File: src/rtl/cbd_poly_collector.sv
// Collects 4-lane CBD(eta=2) sample words into one N-coefficient polynomial,
// reducing each lane into [0, Q-1] and holding the result for random-access readout.
module cbd_poly_collector #(
    parameter int Q  = 3329,
    parameter int N  = 256,
    parameter int CW = 12
) (
    input  logic            clk,
    input  logic            reset,
    input  logic            in_valid,
    input  logic [4*CW-1:0] in_data,
    output logic            in_ready,
    input  logic            clear,
    input  logic            rd_en,
    input  logic [7:0]      rd_addr,
    output logic [CW-1:0]   rd_data,
    output logic            poly_full,
    output logic [6:0]      word_cnt,
    output logic            range_err
);
    localparam int WORDS = N / 4;
    localparam int IW    = $clog2(WORDS);
    localparam int AW    = $clog2(N);

    typedef enum logic [1:0] {
        ST_IDLE = 2'd0,
        ST_FILL = 2'd1,
        ST_FULL = 2'd2
    } state_t;

    // Legal lanes are 0,1,2 and the two's-complement patterns of -1,-2; negatives wrap by +Q.
    function automatic logic [CW:0] reduce_lane(input logic [CW-1:0] lane);
        logic [CW:0] res;
        if (lane <= CW'(2)) begin
            res = {1'b0, lane};
        end else if (lane >= ({CW{1'b1}} - CW'(1))) begin
            res = {1'b0, CW'(lane + CW'(Q))};
        end else begin
            res = {1'b1, lane};
        end
        return res;
    endfunction

    state_t          state_r;
    state_t          state_s;
    logic [6:0]      word_cnt_r;
    logic            s1_valid_r;
    logic [4*CW-1:0] s1_data_r;
    logic [IW-1:0]   s1_idx_r;
    logic            range_err_r;
    logic [CW-1:0]   rd_data_r;
    logic [CW-1:0]   mem_r [N];

    logic            in_ready_s;
    logic            accept_s;
    logic            last_wr_s;
    logic [CW-1:0]   red_s [4];
    logic [3:0]      bad_s;

    assign in_ready_s = (state_r != ST_FULL) && (word_cnt_r < 7'(WORDS));
    assign accept_s   = in_valid && in_ready_s && !clear;
    assign last_wr_s  = s1_valid_r && (s1_idx_r == IW'(WORDS - 1));

    // Stage-2 lane reduction of the registered word
    always_comb begin
        bad_s = 4'b0000;
        for (int i = 0; i < 4; i++) begin
            {bad_s[i], red_s[i]} = reduce_lane(s1_data_r[CW*i +: CW]);
        end
    end

    // Next-state decode; clear overrides every state
    always_comb begin
        state_s = state_r;
        if (clear) begin
            state_s = ST_IDLE;
        end else begin
            case (state_r)
                ST_IDLE: begin
                    if (accept_s) state_s = ST_FILL;
                    else          state_s = ST_IDLE;
                end
                ST_FILL: begin
                    if (last_wr_s) state_s = ST_FULL;
                    else           state_s = ST_FILL;
                end
                ST_FULL: state_s = ST_FULL;
                default: state_s = ST_IDLE;
            endcase
        end
    end

    // Control, stage-1 capture, sticky error and read port
    always_ff @(posedge clk or posedge reset) begin
        if (reset) begin
            state_r     <= ST_IDLE;
            word_cnt_r  <= 7'd0;
            s1_valid_r  <= 1'b0;
            s1_data_r   <= '0;
            s1_idx_r    <= '0;
            range_err_r <= 1'b0;
            rd_data_r   <= '0;
        end else begin
            state_r <= state_s;
            if (clear) begin
                word_cnt_r  <= 7'd0;
                s1_valid_r  <= 1'b0;
                range_err_r <= 1'b0;
            end else begin
                s1_valid_r <= accept_s;
                if (accept_s) begin
                    word_cnt_r <= word_cnt_r + 7'd1;
                    s1_data_r  <= in_data;
                    s1_idx_r   <= word_cnt_r[IW-1:0];
                end
                if (s1_valid_r && (bad_s != 4'b0000)) begin
                    range_err_r <= 1'b1;
                end
                if ((state_r == ST_FULL) && rd_en) begin
                    rd_data_r <= mem_r[rd_addr];
                end
            end
        end
    end

    // Coefficient array: no reset, reads are gated by FULL so stale data never escapes
    always_ff @(posedge clk) begin
        if (s1_valid_r && !clear) begin
            for (int i = 0; i < 4; i++) begin
                mem_r[{s1_idx_r, 2'(i)}] <= red_s[i];
            end
        end
    end

    assign in_ready  = in_ready_s;
    assign poly_full = (state_r == ST_FULL);
    assign word_cnt  = word_cnt_r;
    assign range_err = range_err_r;
    assign rd_data   = rd_data_r;

    logic unused_s;
    assign unused_s = ^{AW};

endmodule

File: config.mk
export PLATFORM = sky130hd
export DESIGN_NAME = cbd_poly_collector
export DESIGN_NICKNAME = d
export VERILOG_FILES = /design/src/rtl/cbd_poly_collector.sv
export SDC_FILE = /design/constraint.sdc
export NUM_CORES = 2
export LEC_CHECK = 0
export BUFFER_PORTS_ARGS = -buffer_cell sky130_fd_sc_hd__clkbuf_2
export CAP_MARGIN = 20
export CELL_PAD_IN_SITES_DETAIL_PLACEMENT = 1
export CELL_PAD_IN_SITES_GLOBAL_PLACEMENT = 2
export CORE_ASPECT_RATIO = 1.75
export CORE_MARGIN = 3
export CORE_UTILIZATION = 42
export CTS_BUF_LIST = sky130_fd_sc_hd__clkbuf_16
export DETAILED_ROUTE_END_ITERATION = 8
export GPL_ROUTABILITY_DRIVEN = 0
export PLACE_DENSITY = 0.75
export SETUP_SLACK_MARGIN = 0.05
export SYNTH_ARGS = -nofsm -noshare
export SYNTH_HDL_FRONTEND = slang
export SYNTH_SLANG_ARGS = --single-unit
File: constraint.sdc
create_clock -name clk -period 10 [get_ports clk]
set_input_delay 0 -clock clk [delete_from_list [all_inputs] [get_ports clk]]
set_output_delay 0 -clock clk [all_outputs]
set_load 0.02 [all_outputs]
==> out/qor.yml <==
worst_setup_path:
  crit_start: "rd_addr[4]"
  timing.rr.end: "mem_r[156][5]"
  max_stage_delay_ns: 0.59
  reg2reg_from: "s1_data_r[10]"
  cp.required_ns: 10.74
  crit_path_end_kind: "register"
  crit_end: "rd_data[2]"
  worstPathArrival_ns: 4.95
  crit_cells: 12
  crit_buf_inv: 6
  crit_chain: "dlygate4sd3_1, buf_6, buf_4, buf_4, nand3_4, buf_4, o221ai_1, a221oi_1, a2111oi_0, buf_1, nand4_1, o211ai_1"
  crit_type: "in -> reg"
  rrSetupSlack_ns: 6.33
  r2r_cells: 6
  crit_fanout: 29
  cp_common_cell: "buf_4"
  cp_slowest_cell: "buf_4"
  start_kind: "input port"
  cp_top_family: "buffers and inverters"
worst_hold_path:
  min_from: "clear"
  hold_class: "in -> reg"
pwr:
  leakage_uw: 0.0438
  p_total_uw: 27800
  vdd_drop_max_mv: 0.161
  p_per_area_nw_per_um2: 203
yosys:
  synth_compound_area_frac: 0.0400
  yosysSeqAreaShare: 0.774
  synth_flop_cell: "edfxtp_1"
  postSynthAreaPerCell_sq_um: 21.2
  synth.area.top_cells: "edfxtp_1 (76%), mux4_2 (9.8%), mux2i_1 (4.0%), dfrtp_1 (1.6%), o22ai_1 (0.93%)"
  yosysTopAreaCell: "edfxtp_1"
  synthMuxAreaShare: 0.146
  ys_warn_count: 0
  synth_top_family_by_area: "multiplexers"
  synth-edff-count: 3072
  synth_fa_ha_area_frac: 0.000926
  netlist.area_leader.share: 0.758
  synthDistinctLibCells: 80
  ys_seq_elements: 3149
  synth-xor-area-share: 0.000648
  synthSimpleGateAreaFrac: 0.0178
  synth_cells: 5737
  synth-async-reset-ratio: 0.0245
  syn_area_sq_um: 122000
  synth_nets: 5807
global_route:
  antenna_found_initial: 21
  grt_max_degree: 120
  track_usage: 0.243
  overflow: 0
  grt_pass1_wl_mm: 513
  grt_pass1_vias: 67500
route:
  routedWlPerCell_um: 35.9
  route.detailed.drc: 0
  drt-total-wl_mm: 362
  initialDrtViolationCount: 6471
  ant_nets: 0
  viasPerCell: 6.20
  drt-pass1-iter-count: 6
  num_vias: 62600
sta:
  rsz0062_at_grt: "no"
  period_needed_ns: 4.21
  fin_tns_setup_ns: 0
  period_share: 0.421
  layout_setup_ws_ns: 5.79
  worst_pin_slew_ns: 1.20
  fin_skew_ns: 0.0642
  hold_violations: 0
  finalMaxSlewViolations: 0
  holdWs_ns: 0.184
  fmax_mhz: 238
  setup_violations: 0
  slew_headroom: 0.200
cells_and_area:
  mostFrequentLayoutCells: "edfxtp_1 (3,072), mux4_2 (529), mux2i_1 (492)"
  final_common_cell: "edfxtp_1"
  final_cells: 10100
  layout-drive-gt1-share: 0.223
  fillers: 25800
  area_growth_pct: 12.5
  nNetsFinal: 6155
floorplanning:
  ioPinCount: 83
  die_h_um: 718
  die_area_sq_um: 296000
  num_rows: 260
  core_region_area_sq_um: 287000
  initial_utilization: 0.424
  die_x_um: 413
placed_design:
  place_hpwl_mm: 208
  portBuffers: 82
  dp.cells: 9500
  pre_cts_ws_ns: 5.32
job:
  cap_violations: 0
clock_tree:
  clk_pin_slew_ns: 0.07
  clock_latency_ns: 0.88
  clock_sinks: 3149
  cts_tree: "done"
  cts_htree_levels: 5
  numCtsBuffers: 275
  postCtsSetupBuffers: 0
  cts_buffer_depth: 4
  clock-root-buffer: "clkbuf_16"
outcome:
  outcome: "complete, no violations"
## power breakdown
part / leakage [uW] / internal (uW) / switching [uW]
clock network: 0.00444 / 5860 / 4780
logic: 0.0107 / 499 / 1590
registers: 0.0286 / 14900 / 101
total: 0.0438 / 21300 / 6460
## stage by stage
step                       util  instance area (sq um)
after floorplan               -                 122000
after global placement    0.442                 127000
after detailed placement  0.442                 127000
after CTS                 0.476                 137000
final                     0.476                 137000
after global routing      0.476                 137000
## cells by family (layout without fill, tap and decap cells)
group / count (synthesis) / after routing
buffers and inverters: 344 / 892
xor gates and xnor gates: 9 / 9
adders and majority gates: 9 / 9
AOI/OAI and AO/OA: 677 / 677
other: 0 / 8
muxes: 1089 / 1089
DFF: 3149 / 3149
and+or+nand+nor: 460 / 460
## final cells by class
type | instances | area (sq um) | share of cell area
Sequential cell | 3149 | 94200 | 0.688
Multi-Input combinational cell | 2244 | 25800 | 0.189
Clock buffer | 284 | 7110 | 0.0519
Tap cell | 3799 | 4750 | 0.0347
Timing Repair Buffer | 403 | 3260 | 0.0238
Clock inverter | 193 | 1620 | 0.0118
Inverter | 12 | 52.6 | 0.000384
Antenna cell | 8 | 20.0 | 0.000146
## Yosys cell counts (all sizes together), types with 6 or more instances
cell type and n:
a211oi 75, nand3 39, nand4 17, nor3 33, o21ai 45, buf 220, nor2b 10, a2111oi 28
a221oi 14, clkbuf 107, edfxtp 3072, mux4 543, o22ai 180, inv 12, and3 6, mux2 54
dfrtp 77, nand3b 7, ha 9, a211o 10, nor4 17, a21boi 8, a22oi 102, a22o 6
a31oi 16, nand2 167, xnor2 6, a21oi 70, o221ai 88, nor2 107, mux2i 492, and2 29
or4 7
## flip-flops by register name, summed over array words and instances, names as in the netlist
| name | count |
|---|---|
| s1_valid_r | 1 |
| range_err | 1 |
| word_cnt | 7 |
| mem_r | 3072 |
| s1_idx_r | 6 |
| rd_data | 12 |
| state_r | 2 |
| s1_data_r | 48 |
## how the worst min path moves through the flow
stage	to	depth (start not counted)	slack [ns]
after floorplan	s1_data_r[0]	2	0.12
after global placement	s1_data_r[21]	2	0.04
after detailed placement	s1_data_r[3]	2	0.04
after CTS	range_err	3	0.11
after global routing	range_err	3	0.20
final	range_err	3	0.18
## timing repair
item,4_1_cts,5_1_grt
hold buffers,104,0
endpoints found under the hold margin,152,0
resized for setup,0,0
## routing by layer
| layer | vias to the layer above | global-route usage | wire (um) |
|---|---|---|---|
| li1 | 24800 | - | - |
| met1 | 34300 | 0.287 | 126000 |
| met2 | 2804 | 0.435 | 193000 |
| met3 | 785 | 0.0341 | 23100 |
| met4 | 10 | 0.117 | 19700 |
| met5 | - | 0 | 67 |
## worst min-delay path: stages
cell           delay [ns]
dlygate4sd3_1        0.53
clkbuf_2             0.39
nor2_1               0.09
(Power assumes the default switching activity.)
